[src/rtl/cpu_pkg.sv]
// Shared definitions for the multicycle 64-bit core: opcodes, FSM states,
// instruction field positions and the immediate sign-extension helper.
package cpu_pkg;

  localparam int XLEN     = 64;
  localparam int NUM_REGS = 16;

  localparam logic [5:0] OP_HLT  = 6'd0;
  localparam logic [5:0] OP_ADD  = 6'd1;
  localparam logic [5:0] OP_SUB  = 6'd2;
  localparam logic [5:0] OP_AND  = 6'd3;
  localparam logic [5:0] OP_OR   = 6'd4;
  localparam logic [5:0] OP_XOR  = 6'd5;
  localparam logic [5:0] OP_ADDI = 6'd6;
  localparam logic [5:0] OP_LD   = 6'd7;
  localparam logic [5:0] OP_ST   = 6'd8;
  localparam logic [5:0] OP_BEQ  = 6'd9;
  localparam logic [5:0] OP_JAL  = 6'd10;
  localparam logic [5:0] OP_IRET = 6'd11;
  localparam logic [5:0] OP_LUI  = 6'd12;

  localparam int OP_MSB  = 31;
  localparam int OP_LSB  = 26;
  localparam int RD_MSB  = 25;
  localparam int RD_LSB  = 22;
  localparam int RS1_MSB = 21;
  localparam int RS1_LSB = 18;
  localparam int RS2_MSB = 17;
  localparam int RS2_LSB = 14;
  localparam int IMM_MSB = 13;

  typedef enum logic [2:0] {
    S_FETCH      = 3'd0,
    S_FETCH_WAIT = 3'd1,
    S_EXEC       = 3'd2,
    S_MEM_WAIT   = 3'd3,
    S_HALT       = 3'd4
  } state_e;

  function automatic logic [XLEN-1:0] sx_imm(input logic [31:0] ir);
    return {{(XLEN-IMM_MSB-1){ir[IMM_MSB]}}, ir[IMM_MSB:0]};
  endfunction

endpackage

[src/rtl/cpu_regfile.sv]
// 16 x 64-bit register file: two combinational read ports, one write port,
// r0 reads as zero and ignores writes.
module cpu_regfile
  import cpu_pkg::*;
(
  input  logic            clk,
  input  logic            rst_n,
  input  logic [3:0]      rs1_addr_i,
  input  logic [3:0]      rs2_addr_i,
  output logic [XLEN-1:0] rs1_data_o,
  output logic [XLEN-1:0] rs2_data_o,
  input  logic            we_i,
  input  logic [3:0]      wa_i,
  input  logic [XLEN-1:0] wd_i
);

  logic [XLEN-1:0] regs_q [NUM_REGS];

  always_ff @(posedge clk or negedge rst_n) begin
    if (!rst_n) begin
      for (int i = 0; i < NUM_REGS; i++) regs_q[i] <= '0;
    end else if (we_i && (wa_i != 4'd0)) begin
      regs_q[wa_i] <= wd_i;
    end
  end

  assign rs1_data_o = (rs1_addr_i == 4'd0) ? '0 : regs_q[rs1_addr_i];
  assign rs2_data_o = (rs2_addr_i == 4'd0) ? '0 : regs_q[rs2_addr_i];

endmodule

[src/rtl/cpu_core.sv]
// Multicycle core: FETCH -> FETCH_WAIT -> EXEC [-> MEM_WAIT] with a
// request/complete RAM handshake and a level-sensitive interrupt taken in FETCH.
// Bus handshake: ram_txs rises with exactly one of ram_re/ram_we; txs, the
// qualifier, ram_addr and ram_wd hold until ram_txe is sampled, then all drop.
module cpu_core
  import cpu_pkg::*;
#(
  parameter logic [63:0] RESET_PC = 64'h0,
  parameter logic [63:0] INT_BASE = 64'h100
) (
  input  logic        clk,
  input  logic        rst_n,
  output logic        ram_txs,
  input  logic        ram_txe,
  output logic        ram_re,
  output logic        ram_we,
  output logic [63:0] ram_addr,
  output logic [31:0] ram_wd,
  input  logic [31:0] ram_out,
  input  logic        int_i,
  input  logic [7:0]  int_dev_id,
  output logic        hlt,
  output logic [2:0]  dbg_state_o
);

  state_e      state_q, state_d;
  logic [63:0] pc_q, pc_d, epc_q, epc_d, addr_q, addr_d;
  logic [31:0] ir_q, ir_d, wd_q, wd_d;
  logic        ie_q, ie_d, txs_q, txs_d, re_q, re_d, we_q, we_d, hlt_q, hlt_d;

  logic        rf_we;
  logic [63:0] rf_wd, rs1_val, rs2_val, simm;
  logic [5:0]  op;

  assign op   = ir_q[OP_MSB:OP_LSB];
  assign simm = sx_imm(ir_q);

  cpu_regfile u_regfile (
    .clk        (clk),
    .rst_n      (rst_n),
    .rs1_addr_i (ir_q[RS1_MSB:RS1_LSB]),
    .rs2_addr_i (ir_q[RS2_MSB:RS2_LSB]),
    .rs1_data_o (rs1_val),
    .rs2_data_o (rs2_val),
    .we_i       (rf_we),
    .wa_i       (ir_q[RD_MSB:RD_LSB]),
    .wd_i       (rf_wd)
  );

  always_comb begin
    state_d = state_q;
    pc_d    = pc_q;
    epc_d   = epc_q;
    ie_d    = ie_q;
    ir_d    = ir_q;
    txs_d   = txs_q;
    re_d    = re_q;
    we_d    = we_q;
    addr_d  = addr_q;
    wd_d    = wd_q;
    hlt_d   = hlt_q;
    rf_we   = 1'b0;
    rf_wd   = '0;
    case (state_q)
      S_FETCH: begin
        if (int_i && ie_q) begin
          epc_d = pc_q;
          ie_d  = 1'b0;
          pc_d  = INT_BASE + {54'd0, int_dev_id, 2'b00};
        end else begin
          txs_d   = 1'b1;
          re_d    = 1'b1;
          addr_d  = pc_q;
          state_d = S_FETCH_WAIT;
        end
      end
      S_FETCH_WAIT: begin
        if (ram_txe) begin
          ir_d    = ram_out;
          txs_d   = 1'b0;
          re_d    = 1'b0;
          addr_d  = '0;
          state_d = S_EXEC;
        end
      end
      S_EXEC: begin
        pc_d    = pc_q + 64'd4;
        state_d = S_FETCH;
        case (op)
          OP_ADD:  begin rf_we = 1'b1; rf_wd = rs1_val + rs2_val; end
          OP_SUB:  begin rf_we = 1'b1; rf_wd = rs1_val - rs2_val; end
          OP_AND:  begin rf_we = 1'b1; rf_wd = rs1_val & rs2_val; end
          OP_OR:   begin rf_we = 1'b1; rf_wd = rs1_val | rs2_val; end
          OP_XOR:  begin rf_we = 1'b1; rf_wd = rs1_val ^ rs2_val; end
          OP_ADDI: begin rf_we = 1'b1; rf_wd = rs1_val + simm; end
          OP_LUI:  begin rf_we = 1'b1; rf_wd = simm << 18; end
          OP_LD: begin
            txs_d   = 1'b1;
            re_d    = 1'b1;
            addr_d  = rs1_val + simm;
            state_d = S_MEM_WAIT;
          end
          OP_ST: begin
            txs_d   = 1'b1;
            we_d    = 1'b1;
            addr_d  = rs1_val + simm;
            wd_d    = rs2_val[31:0];
            state_d = S_MEM_WAIT;
          end
          OP_BEQ: begin
            if (rs1_val == rs2_val) pc_d = pc_q + (simm << 2);
          end
          OP_JAL: begin
            rf_we = 1'b1;
            rf_wd = pc_q + 64'd4;
            pc_d  = rs1_val + simm;
          end
          OP_IRET: begin
            pc_d = epc_q;
            ie_d = 1'b1;
          end
          default: begin
            // HLT and every undefined opcode stop the core.
            hlt_d   = 1'b1;
            state_d = S_HALT;
          end
        endcase
      end
      S_MEM_WAIT: begin
        if (ram_txe) begin
          if (re_q) begin
            rf_we = 1'b1;
            rf_wd = {32'd0, ram_out};
          end
          txs_d   = 1'b0;
          re_d    = 1'b0;
          we_d    = 1'b0;
          addr_d  = '0;
          wd_d    = '0;
          state_d = S_FETCH;
        end
      end
      S_HALT: hlt_d = 1'b1;
      default: state_d = S_FETCH;
    endcase
  end

  always_ff @(posedge clk or negedge rst_n) begin
    if (!rst_n) begin
      state_q <= S_FETCH;
      pc_q    <= RESET_PC;
      epc_q   <= '0;
      ie_q    <= 1'b1;
      ir_q    <= '0;
      txs_q   <= 1'b0;
      re_q    <= 1'b0;
      we_q    <= 1'b0;
      addr_q  <= '0;
      wd_q    <= '0;
      hlt_q   <= 1'b0;
    end else begin
      state_q <= state_d;
      pc_q    <= pc_d;
      epc_q   <= epc_d;
      ie_q    <= ie_d;
      ir_q    <= ir_d;
      txs_q   <= txs_d;
      re_q    <= re_d;
      we_q    <= we_d;
      addr_q  <= addr_d;
      wd_q    <= wd_d;
      hlt_q   <= hlt_d;
    end
  end

  assign ram_txs     = txs_q;
  assign ram_re      = re_q;
  assign ram_we      = we_q;
  assign ram_addr    = addr_q;
  assign ram_wd      = wd_q;
  assign hlt         = hlt_q;
  assign dbg_state_o = state_q;

endmodule

[config.mk]
export PLATFORM = sky130hd
export DESIGN_NAME = cpu_core
export DESIGN_NICKNAME = d
export VERILOG_FILES = /design/src/rtl/cpu_pkg.sv /design/src/rtl/cpu_regfile.sv /design/src/rtl/cpu_core.sv
export SDC_FILE = /design/constraint.sdc
export NUM_CORES = 2
export LEC_CHECK = 0
export BUFFER_PORTS_ARGS = -buffer_cell sky130_fd_sc_hd__buf_2
export CORE_AREA = 2 2 501 503
export CTS_CLUSTER_DIAMETER = 200
export DETAILED_ROUTE_END_ITERATION = 10
export DIE_AREA = 0 0 503 505
export PLACE_DENSITY = 0.52
export SYNTH_ARGS = -nofsm -noshare
export SYNTH_HDL_FRONTEND = slang
export SYNTH_SLANG_ARGS = --single-unit
[constraint.sdc]
create_clock -name clk -period 7.14 [get_ports clk]
set_input_delay 0.714 -clock clk [delete_from_list [all_inputs] [get_ports clk]]
set_output_delay 0.714 -clock clk [all_outputs]
set_load 0.005 [all_outputs]
# After elaboration in Yosys (flattened, before gate mapping)
# Cells that the tools add are included.
[op_classes]
n_addsub = 6
mul = 0
n_div = 0
magnitude_cmp = 4
eq_ne = 27
n_shift = 0
muxes = 48
bitwise = 7
reduce_logical = 25
[ops]
columns = ["op", "n"]
rows = [
  ["bitwise mux 1024 bit", 1],
  ["two-way mux 64 bit", 12],
  ["binary-select mux 64 bit (select 4 bit)", 2],
  ["one-hot mux 64 bit (8 select lines)", 1],
  ["one-hot mux 64 bit (3 select lines)", 2],
  ["demux 64 bit (select 4 bit)", 1],
  ["one-hot mux 64 bit (2 select lines)", 2],
  ["adder 64 bit", 3],
  ["two-way mux 32 bit", 4],
  ["adder 64 x 3 -> 64 bit, second input constant", 1],
  ["bitwise AND 64 bit", 1],
  ["equality test 64 bit", 1],
  ["bitwise OR 64 bit", 1],
  ["one-hot mux 32 bit (2 select lines)", 1],
  ["subtractor 64 bit", 1],
  ["bitwise XOR 64 bit", 1],
  ["equality test 6 x 4 -> 1 bit, second input constant", 5],
  ["equality test 6 x 3 -> 1 bit, second input constant", 4],
  ["greater-or-equal comparator 5 bit, second input constant", 3],
  ["NOT 4 -> 5 bit", 3],
  ["one-hot mux 3 bit (5 select lines)", 1],
  ["equality test 6 x 2 -> 1 bit, second input constant", 2],
  ["inequality test 2 bit, second input constant", 6],
  ["AND reduction 4 bit", 3],
  ["25 further kinds", 55],
]
[word_totals]
reg_bits = 1288
latch_bits = 0
ramBits = 0
rom_bits = 0
in_bits = 44
out_inout_bits = 103
word_cells = 144
mem_count = 0

# Longest topological paths before layout
[depth]
depth_word = 9
mapped_depth = 30
mapped_depth_nobuf = 21

# Modules after synthesis
# From an unflattened synthesis, not the netlist that was laid out.
[unflattened]
hier_cells = 7715
area_unflattened_um2 = 83800.4
[by_module_without_submodules]
columns = ["mod", "instances", "cells_each", "area_per_inst_um2", "seq_area_each_um2"]
rows = [
  ["cpu_regfile", 1, 3192, 50702.4, 24048.1],
  ["cpu_core", 1, 4523, 33098.0, 6607.6],
]

# Least setup slack after synthesis
# No wires, ideal clock.
[synth_timing]
path_kind = "reg-to-reg"
start = "register ir_q[18]"
end = "register u_regfile.regs_q[554] (netlist name)"
setup_ps = 132
arrival_time_ps = 6674
required_ps = 7008
setup_slack_ps = 335
path_stages_with_launch = 30
path_buffers = 10
synth_period_minus_slack_ps = 6805
path_cell_list = "dfrtp_1 -> buf_4 -> buf_6 -> buf_6 -> buf_6 -> buf_4 -> clkbuf_1 -> clkbuf_1 -> buf_1 -> mux4_2 -> nand2_1 -> nand3_1 -> o21ai_0 -> nor2_1 -> ha_1 -> clkbuf_1 -> inv_1 -> o21ai_0 -> o311ai_1 -> a31oi_1 -> a2111oi_0 -> o31ai_1 -> a211oi_1 -> o21ai_1 -> nand2_1 -> a211oi_1 -> o32a_1 -> a211oi_2 -> buf_2 -> o21ai_0"
[synth_between]
elab_chain_len = 9
elab_cells_between_ends = 15
classes_between = "3 x add/sub; 7 x mux; 4 x bitwise; 1 x reduce/logical"
[synth_rtl]
columns = ["element", "line_no", "text"]
rows = [
  ["start, declared", "cpu_core.sv:28", "logic [31:0] ir_q, ir_d, wd_q, wd_d;"],
  ["start signal, assigned", "cpu_core.sv:166", "ir_q <= ir_d;"],
  ["NOT 4 -> 5 bit (implied by the code)", "cpu_regfile.sv:27", "assign rs1_data_o = (rs1_addr_i == 4'd0) ? '0 : regs_q[rs1_addr_i];"],
  ["binary-select mux 64 bit (select 4 bit)", "cpu_regfile.sv:27", ""],
  ["two-way mux 64 bit (implied by the code) (2 in series)", "cpu_regfile.sv:27", ""],
  ["two-way mux 64 bit *", "cpu_regfile.sv:27", ""],
  ["adder 64 bit (tied with other cells)", "cpu_core.sv:95", "OP_ADDI: begin rf_we = 1'b1; rf_wd = rs1_val + simm; end"],
  ["one-hot mux 64 bit (8 select lines) *", "cpu_core.sv:89", "case (op)"],
  ["one-hot mux 64 bit (2 select lines) *", "cpu_core.sv:64", "case (state_q)"],
  ["bitwise mux 1024 bit *", "cpu_regfile.sv:23", "regs_q[wa_i] <= wd_i;"],
  ["end signal, assigned by index", "cpu_regfile.sv:23", ""],
  ["end, declared", "cpu_regfile.sv:17", "logic [XLEN-1:0] regs_q [NUM_REGS];"],
]
# Every way passes the cells marked *; elsewhere a longest branch is shown, timed or not. The select of a mux whose other input is x is not followed.
# A chain may end at the register's enable or synchronous reset.

# Worst setup path after layout
[layout_timing]
start = "register ir_q[19]"
end = "register u_regfile.regs_q[364] (netlist name)"
# The elaborated chain is that of the path after synthesis.

==> impl_metrics.json <==
{
  "status": "completed",
  "grt_pass1_vias": 77200,
  "drc": 0,
  "grt_usage_pct": 29.7,
  "layout_common_cells": "nand2_1 (1942), dfrtp_1 (1277), o21ai_0 (998)",
  "ir_drop_uv": 296,
  "path_clk_slew_ps": 60,
  "synth-seq-cells": 1288,
  "vias_per_cell": 6.15,
  "leakagePower_nw": 43.5,
  "dpl_cell_area_sq_mm": 0.0941,
  "start_util_pct": 34.9,
  "use_met3_pct": 5.86,
  "pre_cts_ws_ps": 44.6,
  "synthSimpleGateAreaFrac_pct": 15.4,
  "yosysWarnings": 0,
  "tightestPinTransition_ps": 1300,
  "grt_util_met2_pct": 45.6,
  "cts_tree": "built",
  "setup_ws_ps": 209,
  "synth_edf_count": 0,
  "p_clk_share_pct": 16.4,
  "routedWlPerCell_um": 29.5,
  "dpl.hpwl_um": 271000,
  "period_minus_slack_ps": 6930,
  "clockBufferDepth": 3,
  "grt_busiest_layer": "met2",
  "synth_top_flop_cell": "dfrtp_1",
  "mappedNetlistArea_sq_mm": 0.0867,
  "wl_um": 385000,
  "final_common_cell": "nand2_1",
  "max_slew_margin_pct": 12.1,
  "synthArstFlopShare_pct": 100,
  "fmax_ghz": 0.144,
  "coreArea_sq_mm": 0.248,
  "synth_top_family_by_area": "compound AO/OA/AOI/OAI gates",
  "p_sw_share_pct": 51.8,
  "fin_crit_sh_pct": 97.1,
  "antenna_left": 0,
  "worstPathRequired_ps": 7840,
  "portBuffers": 146,
  "die_y_um": 505,
  "syn_nets": 9860,
  "die-area_sq_mm": 0.254,
  "hold_class": "in2reg",
  "grt_max_degree": 167,
  "crit_type": "reg2reg",
  "cp-end-kind": "flip-flop",
  "ys_types": 117,
  "syn_to_final_growth_pct": 14.7,
  "crit_path_start_kind": "flip-flop",
  "pwr-share-comb_pct": 64.7,
  "synth_largest_area_cell": "dfrtp_1",
  "skew_ps": 88.0,
  "drive_gt1_share_pct": 18.3,
  "fp.dieW_um": 503,
  "rsz0062_at_grt": "false",
  "insertion_delay_ps": 880,
  "utilization_pct": 40.1,
  "hold_violations": 0,
  "yosys.area_share.xor_xnor_pct": 2.10,
  "final_nets": 9948,
  "antenna_found_initial": 12,
  "root_buffer": "clkbuf_16",
  "setup_viol": 0,
  "synth_top_area_share_pct": 37.1,
  "drt_iter0_drc": 9683,
  "seq_power_share_pct": 18.8,
  "overflow": 0,
  "numCtsBuffers": 151,
  "htree_num_levels": 4,
  "fin_tns_setup_ps": 0,
  "cp_max_fo": 31,
  "p_sw_mw": 25.9,
  "final_area_sq_mm": 0.0995,
  "grt_pass1_wl_um": 555000,
  "synthAdderAreaFrac_pct": 4.58,
  "ioPinCount": 147,
  "grtUsageMet1_pct": 41.1,
  "synth_mux_area_share_pct": 15.7,
  "syn_inst": 9502,
  "crit_arrival_ps": 7630,
  "p_int_mw": 24.1,
  "slew_violations": 0,
  "clock-sinks": 1288,
  "gp_routability_congestion": 0.999,
  "synth_compound_area_share_pct": 20.3,
  "ys_seq_area_share_pct": 37.2,
  "row_count": 183,
  "drtPass1Iterations": 9,
  "cap_violations": 0,
  "vias": 80200,
  "synth.area.top_cells": "dfrtp_1 (37%), mux4_2 (13%), nand2_1 (8.5%)",
  "p_per_area_mw_per_mm2": 503,
  "nFillCells": 24700,
  "avgSynthCellArea_sq_um": 9.13,
  "whs_ps": 85.9
}
## worst paths after layout
kind,end,cells after the start,slack [ps],start
setup / recovery,u_regfile.regs_q[364],25,210,ir_q[19]
hold / removal,ir_q[17],3,90,ram_out[17]
setup reg to reg,u_regfile.regs_q[364],25,210,ir_q[19]
hold reg to reg,u_regfile.regs_q[995],0,390,u_regfile.regs_q[995]
max in group asynchronous,ir_q[18],4,4740,rst_n
min in group asynchronous,u_regfile.regs_q[364],2,370,rst_n
## through the flow
stage | std cells | total power, mW
after floorplan | 9502 | 27.0
after global placement | 12800 | 40.8
after detailed placement | 12800 | 40.8
after CTS | 13000 | 49.2
after global routing | 13000 | 52.3
final | 13000 | 50.1
## registers in the layout, summed over array words and instances (netlist names)
name and flops:
ram_we 1, ram_wd 32, u_regfile.regs_q 1024, hlt 1, ie_q 1, ram_txs 1
epc_q 64, dbg_state_o 3, ir_q 32, ram_re 1, pc_q 64, ram_addr 64
## power groups by stage
stage	clock network (mW)	registers [mW]	logic, mW
finish	8.22	9.44	32.4
detailed placement	0	9.56	31.3
global placement	0	9.53	31.3
CTS	8.35	9.44	31.4
global route	8.66	9.54	34.1
floorplan	0	8.82	18.1
## per-layer routing
metal  up-vias  share of wire [%]
li1      34700                  -
met1     40600                 42
met2      4243                 45
met3       694                9.2
met4         2                4.0
met5         -             0.0018
## synthesized netlist by cell type (43+ instances only)
cell      count
nand2_1    1961
dfrtp_1    1287
o21ai_0    1001
clkbuf_1    656
a21oi_1     541
mux4_2      513
nor2_1      489
ha_1        310
inv_1       224
nand3_1     204
a22o_1      144
xnor2_1     132
a21o_1      128
mux2_2      107
o21ai_1     103
buf_1       100
nor3_1       98
a22oi_1      93
o221ai_1     93
mux2i_1      80
a221oi_1     76
xor2_1       76
nand4_1      75
o211ai_1     69
o21bai_1     66
nor2b_1      54
a211oi_1     53
o31ai_1      52
o22ai_1      51
nor4_1       43
## repair_timing
action,4_1_cts,5_1_grt
buffers inserted,0,6
hold endpoints to repair,41,0
setup endpoints to repair,1,89
hold buffers,1,0
resized for setup,1,5
## cells by family after synthesis
group	count (synthesis)
and+or+nand+nor	3147
DFF	1288
xor gates and xnor gates	208
AOI/OAI and AO/OA	2788
buffers and inverters	1055
muxes	701
adders and majority gates	315
## worst max-delay path, stage by stage, from the launching register on
cell and delay [ps]:
dfrtp_4 830, buf_12 290, buf_4 280, mux4_2 330
nand2_1 80, nand2_1 50, o21ai_0 140, buf_4 180
nor2_1 90, buf_4 160, ha_1 320, a21oi_1 190
a21oi_1 100, a211oi_1 420, a21oi_1 250, nor3_1 350
o31ai_2 110, buf_4 180, o21ai_1 480, o21ba_2 230
o21ai_0 140, xnor2_1 270, o221ai_1 270, a21oi_1 520
buf_4 320, o21ai_0 130
## cell type report
type	instances	area, sq um	area share [%]
multi-input cells	7159	50700	50.9
inverters	238	901	0.905
clock inverters	65	968	0.973
clock buffers	205	4270	4.29
flip-flops and latches	1288	32300	32.4
repair buffers	752	6210	6.24
diodes	10	25.0	0.0252
well taps	3330	4170	4.19
(Power assumes the default switching activity.)
